<file path="src/rtl/ifetch.sv">
`default_nettype none
// ============================================================================
//  Module      : ifetch
//  Description : Instruction-fetch stage. Presents the PC to instruction
//                memory over a valid/ready request channel, accepts the
//                returned word and holds it in the IF/ID register. Drives
//                pause back to the PC register and drops in-flight fetches
//                on a redirect.
//  Revision    : 1.0  initial release
// ============================================================================
module ifetch #(
  parameter int unsigned XLEN = 32,
  parameter logic [31:0] NOP  = 32'h00000013
) (
  input  logic            clock,
  input  logic            reset,
  input  logic [XLEN-1:0] pc,
  input  logic            flush,
  input  logic            id_stall,
  output logic            pause,
  output logic            imem_req_valid,
  input  logic            imem_req_ready,
  output logic [XLEN-1:0] imem_req_addr,
  input  logic            imem_rsp_valid,
  output logic            imem_rsp_ready,
  input  logic [31:0]     imem_rsp_data,
  input  logic            imem_rsp_err,
  output logic            if_valid,
  output logic [XLEN-1:0] if_pc,
  output logic [31:0]     if_inst,
  output logic            if_fault
);

  // REQ : may issue a request for the current PC
  // WAIT: one request outstanding, waiting for its response
  // DROP: outstanding response belongs to a flushed path, discard it
  // HALT: a fault entry was produced, wait for a redirect
  typedef enum logic [1:0] {
    S_REQ  = 2'd0,
    S_WAIT = 2'd1,
    S_DROP = 2'd2,
    S_HALT = 2'd3
  } state_t;

  state_t            state_q, state_d;
  logic [XLEN-1:0]   req_pc_q, req_pc_d;
  logic              if_valid_q, if_valid_d;
  logic [XLEN-1:0]   if_pc_q, if_pc_d;
  logic [31:0]       if_inst_q, if_inst_d;
  logic              if_fault_q, if_fault_d;

  logic              misaligned;
  logic              slot_free;
  logic              req_fire;
  logic              rsp_fire;

  // Load request produced by the state machine for the IF/ID register
  logic              load_en;
  logic [XLEN-1:0]   load_pc;
  logic [31:0]       load_inst;
  logic              load_fault;

  assign misaligned = (pc[1:0] != 2'b00);
  assign slot_free  = !if_valid_q || !id_stall;

  // Handshake outputs; everything is held quiet while reset is asserted
  always_comb begin
    imem_req_valid = 1'b0;
    imem_rsp_ready = 1'b0;
    if (!reset) begin
      imem_req_valid = (state_q == S_REQ) && !flush && !misaligned;
      imem_rsp_ready = ((state_q == S_WAIT) && slot_free) || (state_q == S_DROP);
    end
  end

  assign req_fire      = imem_req_valid && imem_req_ready;
  assign rsp_fire      = imem_rsp_valid && imem_rsp_ready;
  assign imem_req_addr = pc;
  // The PC moves only on an accepted request or a redirect
  assign pause         = reset || !(req_fire || flush);

  // Next-state logic and the IF/ID load request
  always_comb begin
    state_d    = state_q;
    load_en    = 1'b0;
    load_pc    = req_pc_q;
    load_inst  = NOP;
    load_fault = 1'b0;
    case (state_q)
      S_REQ: begin
        if (!flush) begin
          if (req_fire) begin
            state_d = S_WAIT;
          end else if (misaligned && slot_free) begin
            load_en    = 1'b1;
            load_pc    = pc;
            load_fault = 1'b1;
            state_d    = S_HALT;
          end
        end
      end
      S_WAIT: begin
        if (flush) begin
          // A word arriving with the redirect is simply dropped
          state_d = rsp_fire ? S_REQ : S_DROP;
        end else if (rsp_fire) begin
          load_en = 1'b1;
          if (imem_rsp_err) begin
            load_fault = 1'b1;
            state_d    = S_HALT;
          end else begin
            load_inst = imem_rsp_data;
            state_d   = S_REQ;
          end
        end
      end
      S_DROP: begin
        if (rsp_fire) begin
          state_d = S_REQ;
        end
      end
      S_HALT: begin
        if (flush) begin
          state_d = S_REQ;
        end
      end
      default: state_d = S_REQ;
    endcase
  end

  // Address of the request in flight, captured when memory accepts it
  always_comb begin
    req_pc_d = req_pc_q;
    if (req_fire) begin
      req_pc_d = pc;
    end
  end

  // IF/ID update: flush beats load, load beats consume, stall holds
  always_comb begin
    if_valid_d = if_valid_q;
    if_pc_d    = if_pc_q;
    if_inst_d  = if_inst_q;
    if_fault_d = if_fault_q;
    if (flush) begin
      if_valid_d = 1'b0;
      if_inst_d  = NOP;
      if_fault_d = 1'b0;
    end else if (load_en) begin
      if_valid_d = 1'b1;
      if_pc_d    = load_pc;
      if_inst_d  = load_inst;
      if_fault_d = load_fault;
    end else if (!id_stall) begin
      if_valid_d = 1'b0;
      if_inst_d  = NOP;
      if_fault_d = 1'b0;
    end
  end

  // State and pipeline registers; reset abandons any outstanding fetch
  always_ff @(posedge clock) begin
    if (reset) begin
      state_q    <= S_REQ;
      req_pc_q   <= '0;
      if_valid_q <= 1'b0;
      if_pc_q    <= '0;
      if_inst_q  <= NOP;
      if_fault_q <= 1'b0;
    end else begin
      state_q    <= state_d;
      req_pc_q   <= req_pc_d;
      if_valid_q <= if_valid_d;
      if_pc_q    <= if_pc_d;
      if_inst_q  <= if_inst_d;
      if_fault_q <= if_fault_d;
    end
  end

  assign if_valid = if_valid_q;
  assign if_pc    = if_pc_q;
  assign if_inst  = if_inst_q;
  assign if_fault = if_fault_q;

endmodule
`default_nettype wire

</file>
<file path="config.mk">
export PLATFORM = sky130hd
export DESIGN_NAME = ifetch
export DESIGN_NICKNAME = d
export VERILOG_FILES = /design/src/rtl/ifetch.sv
export SDC_FILE = /design/constraint.sdc
export NUM_CORES = 1
export LEC_CHECK = 0
export CORE_UTILIZATION = 56
export DETAILED_ROUTE_END_ITERATION = 7
export DONT_BUFFER_PORTS = 1
export PLACE_DENSITY = 0.7
export SLEW_MARGIN = 20
export SYNTH_ARGS = -nofsm -noshare
export SYNTH_HDL_FRONTEND = slang
export SYNTH_SLANG_ARGS = --single-unit
</file>
<file path="constraint.sdc">
create_clock -name clock -period 2.35 [get_ports clock]
set_input_delay 0.235 -clock clock [delete_from_list [all_inputs] [get_ports clock]]
set_output_delay 0.235 -clock clock [all_outputs]
set_load 0.005 [all_outputs]
</file>
# Word-level counts from Yosys, hierarchy flattened
# Cells that the tools add are included.
totals:
  elab_cells: 68
  out_inout_bits: 101
  input_bits: 71
  regBits: 100
classes:
  reduce_logical: 20
  muxes: 32
  eq_ne: 9
  bitwise_logic: 1
ops:
  columns: ["cell", "count"]
  rows:
  - ["32-bit two-way mux", 8]
  - ["2-bit two-way mux", 9]
  - ["1-bit two-way mux", 12]
  - ["2-bit one-hot mux with 4 select lines", 1]
  - ["1-bit logical AND", 6]
  - ["2-bit inequality test, second input constant", 3]
  - ["1-bit zero test", 5]
  - ["5-bit AND reduction", 1]
  - ["2-bit equality test, second input constant", 2]
  - ["1-bit logical OR", 4]
  - ["1-bit one-hot mux with 2 select lines", 2]
  - ["3-bit by 2-bit inequality test with 1-bit output, second input constant", 1]
  - ["3-bit inequality test, second input constant", 1]
  - ["2-bit by 1-bit equality test with 1-bit output, second input constant", 1]
  - ["2-bit zero test", 1]
  - ["2-bit by 1-bit inequality test with 1-bit output, second input constant", 1]
  - ["2-bit AND reduction", 1]
  - ["2-bit nonzero test", 1]
  - ["2-bit OR reduction", 1]
  - ["1-bit inverter", 1]

# Longest topological paths before layout
# Gate-level depths: netlist of the first run.
depth:
  ltp_word: 10
  ltp_mapped: 9

# Worst setup path after synthesis of the first run
# No wires, ideal clock.
synth_path:
  path_kind: "register to register"
  startpoint: "register state_q[0]"
  endpoint: "register if_inst_q[21] (netlist: if_inst[21])"
  arrival_time_ns: 1.527
  setup_ns: 0.117
  stages_incl_launch_ff: 10
  required_time_ns: 2.233
  slack_ns: 0.706
  cell_sequence: "dfxtp_1 buf_4 nor2_4 nand3b_1 buf_2 a21oi_4 nor2_1 buf_4 buf_6 a22o_1"
synth_between:
  elab_chain_len: 9
  word_cells_on_any_way: 20
  classes_between: "eq/ne (3); mux (10); reduce/logical (7)"
synth_lines:
  columns: ["element", "line", "source"]
  rows:
  - ["from (decl)", "45", "state_t state_q, state_d;"]
  - ["from (signal assigned)", "171", "state_q <= state_d;"]
  - ["2-bit by 1-bit equality test with 1-bit output or 2-bit zero test (tied branches)", "72, 89, 71", null]
  - ["1-bit logical AND (on tied branches)", "72, 71", null]
  - ["1-bit logical OR or 1-bit logical AND (tied branches)", "72, 71", null]
  - ["1-bit two-way mux", "70", "if (!reset) begin"]
  - ["1-bit logical AND (on tied branches)", "77, 76", null]
  - ["1-bit two-way mux (on tied branches)", "106, 92", null]
  - ["1-bit two-way mux (on tied branches)", "103, 91", null]
  - ["1-bit one-hot mux with 2 select lines", "89", "case (state_q)"]
  - ["2-bit by 1-bit inequality test with 1-bit output (no line) or 32-bit two-way mux (tied branches)", null, null]
  - ["to (signal assigned)", "175", "if_inst_q <= if_inst_d;"]
  - ["to (decl)", "49", "logic [31:0] if_inst_q, if_inst_d;"]
# Several ways; a longest one is shown, not always the timed one.
# A chain may end at the register's enable or synchronous reset.

# Final worst setup path of the first run
layout_path:
  startpoint: "register state_q[0]"
  endpoint: "register req_pc_q[16]"
layout_between:
  elab_chain_len: 5
layout_lines:
  columns: ["element", "line", "source"]
  rows:
  - ["2-bit zero test", "71", "imem_req_valid = (state_q == S_REQ) && !flush && !misaligned;"]
  - ["1-bit logical AND (2 in a row)", "71", null]
  - ["1-bit two-way mux", "70", null]
  - ["net imem_req_valid", "21", "output logic imem_req_valid,"]
  - ["1-bit logical AND", "76", "assign req_fire = imem_req_valid && imem_req_ready;"]
  - ["to (signal assigned)", "172", "req_pc_q <= req_pc_d;"]
  - ["to (decl)", "46", "logic [XLEN-1:0] req_pc_q, req_pc_d;"]
# The timed path passes the listed nets, and every way through them passes these cells.

==> flow_summary.toml, run 1 <==
[route]
initialDrtViolationCount = 146
finalWirelength_mm = 9.41
vias = 3120
via_per_inst = 5.71
antenna_left = 0
drtPass1Iterations = 4
wl_per_cell_um = 17.2
route.detailed.drc = 0

[clocking]
postCtsSetupBuffers = 0
clk_path_buf_depth = 2
cts_buffers = 9
htreeDepth = 3
cts.sinks = 100
insertion_delay_ns = 0.36
clk_pin_slew_ns = 0.10
cts_tree = "yes"
cts_resized = 0
clock-root-buffer = "clkbuf_8"

[power]
p_per_area_nw_per_um2 = 890
worst_ir_drop_vdd_mv = 0.481
leakage_uw = 0.00171

[die]
initial_utilization_pct = 58.7
boundaryPins = 172
placementRows = 30
dieWidth_um = 86.9
die_y_um = 86.9
dieArea_sq_um = 7550
coreArea_sq_um = 6870

[place]
place_hpwl_mm = 5.34
post-place-ws_ns = 0.167
place_area_sq_um = 3820
io_buffers = 0
place.gp.congestion = 0.827

[grt]
grt_first_pass_wirelength_mm = 14.4
antenna_found_initial = 0
first_global_vias = 2868
grt_use_total_pct = 24.7
gr-total-overflow = 0
grt_max_degree = 69

[yosys]
ys_seq_area_share_pct = 49.6
ys_seq_elements = 100
syn_nets = 505
synth_cells = 434
yosysWarnings = 0
synth_top_family_by_area = "compound AO/OA/AOI/OAI gates"
synth-edff-count = 0
synthMuxAreaShare_pct = 7.69
ys.flop_type = "dfxtp_1"
yosysUniqueCellTypes = 35
yosys.area_share.simple_pct = 13.2
synth_area_sq_um = 4040
syn_avg_cell_area_sq_um = 9.30
synthAdderAreaFrac_pct = 0
synth_xor_area_share_pct = 0
synth-async-reset-ratio_pct = 0
synth_compound_area_share_pct = 19.0

[worst_setup_path]
cp_max_fo = 33
cp-start-kind = "register"
cp-end-kind = "register"
cp_data_arrival_time_ns = 2.47
crit_required_ns = 2.66
criticalPathCategory = "reg2reg"

[final_layout]
final_cell_mix = "dfxtp_1 (100), nand2_1 (67), dlygate4sd3_1 (58), nor2_1 (39), a21oi_1 (33)"
fin_nets = 516
diodes = 0
final_common_cell = "dfxtp_1"
drive_above_1_share_pct = 6.22
design_area_sq_um = 4640
layout-area-overhead-vs-synth_pct = 15.0

[timing]
fmax_mhz = 463
rsz0062_at_grt = "no"
setup-violations-final = 0
slew_violations = 0
tightest_slew_ns = 0.655
hold_violations = 0
setup_slack_ns = 0.191
period_needed_ns = 2.16
finalSetupTns_ns = 0
relSlewSlack_pct = 56.2
fin_skew_ns = 0.00759
finalCritPeriodShare_pct = 91.9

[run_status]
status = "completed"

[worst_hold_path]
hold_path_class = "in2reg"

[flow_run]
drv_cap = 0
==> power by group <==
part | switching [uW] | internal [uW] | leakage, uW
logic | 535 | 427 | 0.000804
clock network | 618 | 509 | 0.0000984
registers | 163 | 1880 | 0.000812
==> cell usage after synthesis, drive strengths merged, types with 2 or more instances <==
cell type	n	share of area [%]
nor3b	2	0.37
a22o	29	6.3
a311oi	3	0.65
dfxtp	100	50
nand4	3	0.47
clkbuf	12	1.1
a211oi	30	5.6
mux2i	31	7.7
a2bb2oi	3	0.65
inv	6	0.56
nand3	3	0.37
buf	53	8.8
nor2	41	4.0
nand2	67	6.2
or2	3	0.47
a21oi	34	4.5
==> cell type report <==
class	instances	area [sq um]
clock buffers	9	124
clock inverters	7	82.6
inverters	6	22.5
well taps	96	120
fillers	559	2230
repair buffers	65	666
flip-flops and latches	100	2000
multi-input cells	263	1630
==> cell families after synthesis <==
| group | count (synthesis) |
|---|---|
| buffers and inverters | 71 |
| DFF | 100 |
| AOI/OAI and AO/OA | 106 |
| muxes | 31 |
| and+or+nand+nor | 126 |
==> metrics by stage <==
| stage | hold WS [ns] | total power, uW | instances | util [%] |
|---|---|---|---|---|
| 2_1_floorplan | 0.360 | 2840 | 434 | - |
| 3_3_place_gp | 0.315 | 2910 | 471 | 55.6 |
| 3_5_place_dp | 0.316 | 2940 | 471 | 55.6 |
| 4_1_cts | 0.000536 | 4160 | 545 | 67.4 |
| 5_1_grt | 0.00793 | 4350 | 546 | 67.6 |
| 6_report | 0.0216 | 4130 | 546 | 67.6 |
==> timing repair <==
action,CTS,global route
setup endpoints to repair,0,0
hold endpoints to repair,94,1
hold buffers,58,1
==> layer usage <==
metal	vias to the layer above	track usage [%]	routed length, um
met5	-	0	0
met4	0	10.9	246
met3	27	7.77	753
met2	125	42.2	4650
met1	1462	28.2	3760
li1	1506	-	-
==> state kept, by name, indices dropped and copies added, names as in the netlist <==
name / flops
if_fault: 1
if_inst: 32
if_pc: 32
if_valid: 1
req_pc_q: 32
state_q: 2
==> path summary, 6_finish.rpt <==
kind                       end  cells past startpoint  slack [ns]         start
setup / recovery  req_pc_q[16]                      7        0.19    state_q[0]
hold / removal    req_pc_q[19]                      2        0.02        pc[19]
setup reg to reg  req_pc_q[16]                      7        0.19    state_q[0]
hold reg to reg   req_pc_q[21]                      2        0.46  req_pc_q[21]
==> worst max-delay path, cell delays in order, from the launching register on <==
cell and delay [ns]:
dfxtp_1 0.42, nor2_4 0.20, and3_1 0.24, and2_1 0.14
buf_4 0.34, nand2_1 0.09, a21oi_1 0.12, dlygate4sd3_1 0.56
Power figures use the tool's default switching activity.
==> run 2: changes to the inputs <==
--- a/config.mk
+++ b/config.mk
@@ -5,10 +5,12 @@
 export SDC_FILE = /design/constraint.sdc
 export NUM_CORES = 1
 export LEC_CHECK = 0
-export CORE_UTILIZATION = 56
+export CELL_PAD_IN_SITES_DETAIL_PLACEMENT = 1
+export CELL_PAD_IN_SITES_GLOBAL_PLACEMENT = 1
+export CORE_UTILIZATION = 45
 export DETAILED_ROUTE_END_ITERATION = 7
 export DONT_BUFFER_PORTS = 1
-export PLACE_DENSITY = 0.7
+export PLACE_DENSITY = 0.77
 export SLEW_MARGIN = 20
 export SYNTH_ARGS = -nofsm -noshare
 export SYNTH_HDL_FRONTEND = slang
==> run 2 against run 1 <==
  * Worst setup slack better by 0.043 ns
  * Routed wire length is 8.9% higher
  * Core utilization is 14 points lower
  * Power is 1.0% lower
  * Via count is 0.61% higher
  * Die area is 24% higher
  * First-iteration DRC count is 60% lower
==> flow_summary.toml, run 2 (synthesis gave the netlist of run 1 again) <==
[route]
antenna_left = 0
finalWirelength_mm = 10.2
met2_length_mm = 5.08
met3_length_um = 699
via_per_inst = 5.63
route.detailed.drc = 0
drtPass1Iterations = 4
initialDrtViolationCount = 58
vias = 3139
drt-met1-wl_mm = 4.31
wl_per_cell_um = 18.4
top_layer_used = "met4"

[place]
io_buffers = 0
place_hpwl_mm = 5.93
place.gp.congestion = 0.819
dp.cells = 484
post-place-ws_ns = 0.202

[worst_hold_path]
min_path_cells = 2
hold_path_class = "in2reg"
min-delay-start = "pc[9]"

[clocking]
clk_path_buf_depth = 2
htreeDepth = 3
cts.sinks = 100
clk_pin_slew_ns = 0.10
cts_buffers = 9
clock-root-buffer = "clkbuf_8"
cts_resized = 0
cts_tree = "yes"
insertion_delay_ns = 0.35

[final_layout]
final_cell_count_no_fill = 558
multi_input_area_sq_um = 1630
final_cell_mix = "dfxtp_1 (100), nand2_1 (67), dlygate4sd3_1 (57), nor2_1 (39), a21oi_1 (33)"
layout.area.seq_sq_um = 2000
drive_above_1_share_pct = 6.44
fin_util_pct = 53.2
diodes = 0
final_common_cell = "dfxtp_1"
fillers = 980
fin_nets = 516
layout-area-overhead-vs-synth_pct = 15.0

[timing]
period_needed_ns = 2.12
fin_skew_ns = 0.00975
tightest_slew_ns = 0.653
setup-violations-final = 0
setup_slack_ns = 0.233
slew_violations = 0
finalCritPeriodShare_pct = 90.1
hold_violations = 0
finalSetupTns_ns = 0
relSlewSlack_pct = 56.3
fmax_mhz = 472
fin_hold_ws_ns = 0.0187
rsz0062_at_grt = "no"

[power]
leakage_uw = 0.00171
p_per_area_nw_per_um2 = 881
worst_ir_drop_vdd_mv = 0.550

[grt]
first_global_vias = 3258
grt_max_degree = 69
grt_use_total_pct = 22.2
antenna_found_initial = 0
grt_first_pass_wirelength_mm = 16.8
gr-total-overflow = 0

[worst_setup_path]
worstRegToRegCells = 7
criticalPathCategory = "reg2reg"
cp_data_arrival_time_ns = 2.43
cp_max_fo = 20
crit_required_ns = 2.66
crit_start = "state_q[0]"
timing.rr.start = "state_q[0]"
cp-start-kind = "register"
cp-end-kind = "register"

[run_status]
status = "completed"

[die]
dieArea_sq_um = 9350
die_y_um = 96.7
coreArea_sq_um = 8720
dieWidth_um = 96.7
boundaryPins = 172
initial_utilization_pct = 46.3
placementRows = 34

[flow_run]
drv_cap = 0
-- run 2: where the power goes --
part           switching [uW]  internal (uW)  total (uW)
Sequential                163           1880        2040
Combinational             558            427         985
Clock                     626            435        1060
Total                    1350           2740        4090
-- run 2: critical path, stage by stage (launching register included) --
cell           delay, ns
dfxtp_1             0.42
nor2_4              0.21
and3_1              0.26
and2_1              0.17
buf_4               0.25
nand2_1             0.08
a21oi_1             0.12
dlygate4sd3_1       0.55
-- run 2: per-stage QoR --
stage	total power, uW	area, sq um
finish	4090	4640
global route	4320	4640
CTS	4120	4610
detailed placement	2960	3840
global placement	2930	3840
floorplan	2840	4040
-- run 2: final timing paths --
| check | endpoint | slack [ns] |
|---|---|---|
| worst max-delay path | req_pc_q[19] | 0.23 |
| worst min-delay path | req_pc_q[9] | 0.02 |
| worst max register to register | req_pc_q[19] | 0.23 |
| worst min register to register | req_pc_q[30] | 0.46 |
-- run 2: area by class of cell --
class / instances / share of cell area, %
Clock buffer: 10 / 2.96
Clock inverter: 6 / 1.21
Inverter: 6 / 0.485
Multi-Input combinational cell: 263 / 35.0
Sequential cell: 100 / 43.1
Tap cell: 108 / 2.91
Timing Repair Buffer: 65 / 14.3
-- run 2: timing repair --
action,in CTS,in global routing
hold buffers,55,3
buffers inserted,0,0
endpoints found under the hold margin,94,3
-- run 2: metal layers --
layer | GRT usage [%] | vias to the layer above
met2 | 37.7 | 102
met4 | 8.04 | 0
met5 | 0 | -
met3 | 7.23 | 14
li1 | - | 1503
met1 | 26.2 | 1520
==> patch 1, RTL diff (config.mk and constraints of run 1) <==
Set the parameter `XLEN` to 48 (it was 32).
--- a/src/rtl/ifetch.sv
+++ b/src/rtl/ifetch.sv
@@ -11,3 +11,3 @@
 module ifetch #(
-  parameter int unsigned XLEN = 32,
+  parameter int unsigned XLEN = 48,
   parameter logic [31:0] NOP  = 32'h00000013
Interface: changed (resized if_pc, imem_req_addr and pc); port bits go from 172 to 220. The function was not compared with the original's and may differ.
==> patch 1 against run 1 <==
Setup slack got worse by 0.075 ns. Sequential cell count rose by 32. Highest routed layer unchanged. Total power rose by 78%. Largest cell class unchanged. Synthesized area rose by 33%. Critical path type unchanged. Cell area rose by 41%. Die area rose by 32%. Clock skew fell by 0.0016 ns. Wire length rose by 38%.
==> patch 1: results (changes against run 1) <==
- The flow ran to the end, and the final reports show no timing, DRC or antenna violations.
- The filler-free cell count of the finished design is 748 (+37%).
- The leakage power is 2.44 nW (+42%).
- The critical path data arrival time is 2.68 ns (+0.21 ns).
- The final estimated routing congestion in global placement is 0.811 (-1.9%).
- The HPWL reported at the end of detailed placement is 7370 um (+38%).
- The largest voltage drop on the vdd net is 0.613 mV (+27%).
- The maximum level of the CTS H-tree is 4 (+1).
- Relative to the synthesized area, the layout overhead comes to 21.8%.
- The number of antenna violations at the first check in global routing was 1 (+1).
- The final net count came to 692 (+34%).
- The net count of the mapped netlist was 675 (+34%).
- The post-synthesis cell count was 588 (+35%).
- The net switching component of the power is 2.29 mW (+74%).
- The commonest cells after synthesis are sky130_fd_sc_hd__dfxtp_1 (132), sky130_fd_sc_hd__nand2_1 (96), sky130_fd_sc_hd__nor2_1 (54).
- The distinct cell type count after synthesis is 37 (+5.7%).
- The CTS clock-pin slew for the worst setup and hold paths was 0.06 ns (-0.04 ns).
- The maximum number of pins on one net before global-route repair is 102 (+48%).
- The detailed-route via count is 4,220 (+35%).
- The number of I/O port buffers is 0 (unchanged).
- The wire length of the first global-routing pass is 20,400 um (+41%).
- The count of filler cells inserted in the layout is 715 (+28%).
- The peak fanout along the critical path is 32 (-3.0%).
- The final wirelength was 12,900 um (+38%).
- The sequential cell area fraction in the yosys report is 0.492 (-0.00382).
- The worst clock skew on the final layout is 0.00602 ns (-0.00157 ns).
- The worst slew margin relative to its limit is 0.703 (+0.141).
- For hold timing, the worst endpoint is state_q[1].
- The power density over the cells is 1120 mW/mm2 (+26%).
- The instance count along the most critical hold path was 3 (+1).
- The worst register-to-register path ends at req_pc_q[18].
- The number of placed instances with taps included is 631 (+34%).
- The overall routing resource usage is 0.259 (+0.0120).
- The combinational cell fraction of total power is 0.242 (+0.009).
- The startpoint identified for the worst hold timing path is imem_rsp_err.
- The number of buffers created by CTS was 17 (+8).
- The cell area after placement is 0.00505 mm2 (+32%).
==> patch 1: what timing repair did <==
item | CTS | global route
endpoints found under the setup margin | 0 | 1
resized for setup | 0 | 1
hold buffers | 84 | 0
endpoints found under the hold margin | 132 | 0
==> patch 1: area by class of cell <==
cell class,count,area share
Tap cell,129,0.0247
Clock inverter,15,0.0312
Antenna cell,1,0.000383
Sequential cell,132,0.404
Inverter,3,0.00172
Multi-Input combinational cell,356,0.328
Clock buffer,17,0.0634
Timing Repair Buffer,95,0.146
==> patch 1: logic make-up (layout without fill, tap and decap cells) <==
kind of cell | after synthesis | after routing | share of synthesized area
simple gates | 169 | 169 | 0.128
compound gates | 140 | 140 | 0.183
flops | 132 | 132 | 0.492
buf+inv | 100 | 130 | 0.110
mux | 47 | 47 | 0.0876
other cells | 0 | 1 | 0
==> patch 1: worst min-delay path: stages <==
cell	delay (ns)
sky130_fd_sc_hd__a221o_1	0.11
sky130_fd_sc_hd__nand4_1	0.08
sky130_fd_sc_hd__o31ai_1	0.06
==> patch 1: metal layers <==
| metal | vias to the layer above | routed length (um) | GRT usage |
|---|---|---|---|
| met5 | - | 0 | 0 |
| met4 | 0 | 192 | 0.0905 |
| met3 | 19 | 1130 | 0.0926 |
| met2 | 182 | 6500 | 0.438 |
| met1 | 1978 | 5110 | 0.303 |
| li1 | 2041 | - | - |
==> patch 1: worst max-delay path by stage <==
stage | start | endpoint
after global placement | state_q[1] | if_inst[1]
after global routing | state_q[1] | req_pc_q[18]
after detailed placement | state_q[0] | if_pc[27]
after CTS | state_q[1] | req_pc_q[18]
after floorplan | reset | if_inst[21]
final | state_q[0] | req_pc_q[18]
==> patch 2, RTL diff (settings of run 1) <==
Without the edit above. Re-encode `state_t` (4 states) as one-hot, 4 bits wide.
--- a/src/rtl/ifetch.sv
+++ b/src/rtl/ifetch.sv
@@ -37,7 +37,7 @@
   // HALT: a fault entry was produced, wait for a redirect
-  typedef enum logic [1:0] {
-    S_REQ  = 2'd0,
-    S_WAIT = 2'd1,
-    S_DROP = 2'd2,
-    S_HALT = 2'd3
+  typedef enum logic [3:0] {
+    S_REQ  = 4'b0001,
+    S_WAIT = 4'b0010,
+    S_DROP = 4'b0100,
+    S_HALT = 4'b1000
   } state_t;
Behaviour: no difference found for any inputs over 4 cycles, from zero or initial values and one cycle with reset high; so few cycles prove little.
==> patch 2 against run 1 <==
Global-route usage shrank 1.4 points. Synthesized cell count grew 1.6%. Setup slack lost 0.080 ns. Cell area grew 1.6%. Synthesized area grew 2.5%. Sequential cell count grew 2. Wire length shrank 2.8%. Critical path type unchanged. Largest cell class unchanged.
Power is not compared: it rests on default switching activity, and its combinational part moved more than twofold at a synthesized area within 25%.
==> patch 2: results (changes against run 1) <==
- The flow ran to the end, and the final reports show no timing, DRC or antenna violations.
- The end of the worst register-to-register path is req_pc_q[20].
- The overall routing resource usage is 0.233 (-0.0141).
- The maximum number of pins on one net before global-route repair is 68 (-1.4%).
- The sink of the worst hold path is req_pc_q[29].
- The worst slew margin relative to its limit is 0.565 (+0.00226).
- The number of placed instances with taps included is 478 (+1.5%).
- The layout cell share with drive strength beyond 1 came to 0.0702 (+0.00795).
- The final estimated routing congestion in global placement is 0.871 (+5.4%).
- By count the netlist is led by sky130_fd_sc_hd__dfxtp_1 (102), sky130_fd_sc_hd__nand2_1 (68), sky130_fd_sc_hd__nor2_1 (40).
- The HPWL reported at the end of detailed placement is 5190 um (-2.8%).
- For this run, the slowest stage of the critical path takes 0.55 ns.
- The net count of the mapped netlist is 512 (+1.4%).
- The largest delay contributor family on the critical path is simple AND/OR/NAND/NOR gates.
- The worst reg-to-reg setup slack is 0.11 ns (-0.08 ns).
- The post-synthesis cell count is 441 (+1.6%).
- The worst clock skew on the final layout is 0.0101 ns (+0.00255 ns).
- The final net count is 522 (+1.2%).
- The critical path data arrival time was 2.54 ns (+0.07 ns).
- The number of global-route vias before repair came to 2,967 (+3.5%).
- The sequential cell area fraction in the yosys report came to 0.494 (-0.00233).
- The wire length of the first global-routing pass is 14,000 um (-3.3%).
- The number of DRC markers in iteration 0 is 162 (+11%).
- The average wire length per cell after detail routing is 16.6 um (-3.9%).
- The ratio of routed vias to standard cells is 5.71 (about the same).
- By area the synthesized netlist is led by sky130_fd_sc_hd__dfxtp_1 (49%), sky130_fd_sc_hd__mux2i_1 (7.3%), sky130_fd_sc_hd__nand2_1 (6.2%), sky130_fd_sc_hd__a22o_1 (6.1%), sky130_fd_sc_hd__buf_4 (6.0%).
- The detailed-route via count came to 3,154 (+1.1%).
- The worst register-to-register path begins at state_q[3].
- The start point of the worst min-delay path is pc[29].
[patch 2: routing by layer]
layer | part of all wire | vias to the layer above | GRT usage | wire length [um]
met1 | 0.42 | 1488 | 0.273 | 3860
met3 | 0.081 | 12 | 0.0745 | 738
met2 | 0.48 | 114 | 0.397 | 4420
li1 | - | 1540 | - | -
met4 | 0.013 | 0 | 0.0849 | 121
met5 | 0 | - | 0 | 0
[patch 2: final cells by class]
cell class / count / area, um2
fill: 537 / 2230
sequential: 102 / 2040
multi-input combinational: 274 / 1700
timing repair buffer: 64 / 663
clock buffer: 11 / 131
tap: 96 / 120
clock inverter: 5 / 58.8
[patch 2: worst max-delay path by stage]
stage	endpoint	depth (start not counted)	from
global route	req_pc_q[20]	7	state_q[3]
finish	req_pc_q[20]	7	state_q[3]
floorplan	if_inst[21]	8	state_q[2]
CTS	req_pc_q[20]	7	state_q[2]
detailed placement	if_inst[24]	5	state_q[2]
global placement	if_inst[29]	5	state_q[2]
[patch 2: repair_timing]
| item | 4_1_cts | 5_1_grt |
|---|---|---|
| hold endpoints to repair | 98 | 1 |
| resized for setup | 0 | 2 |
| setup buffers | 0 | 2 |
| endpoints found under the setup margin | 0 | 2 |
| hold buffers | 55 | 1 |
[patch 2: stage by stage]
stage	instance area [um2]	hold slack (ns)	worst slack (ns)	total power, mW
global placement	3920	0.313	0.244	2.20
finish	4720	0.0140	0.111	3.34
CTS	4680	0.0000577	0.0462	3.36
floorplan	4140	0.354	0.519	2.22
global route	4720	0.00222	0.00172	3.50
detailed placement	3920	0.317	0.151	2.21
[patch 2: power breakdown]
group / internal (mW) / leakage [nW] / switching [mW] / total [mW]
Clock: 0.495 / 0.0899 / 0.565 / 1.06
Sequential: 1.80 / 0.828 / 0.0583 / 1.86
Combinational: 0.207 / 0.815 / 0.212 / 0.419
[patch 2: logic make-up after synthesis]
family / synth area share
compound gates: 0.189
buf+inv: 0.100
mux: 0.0726
simple gates: 0.145
flops: 0.494
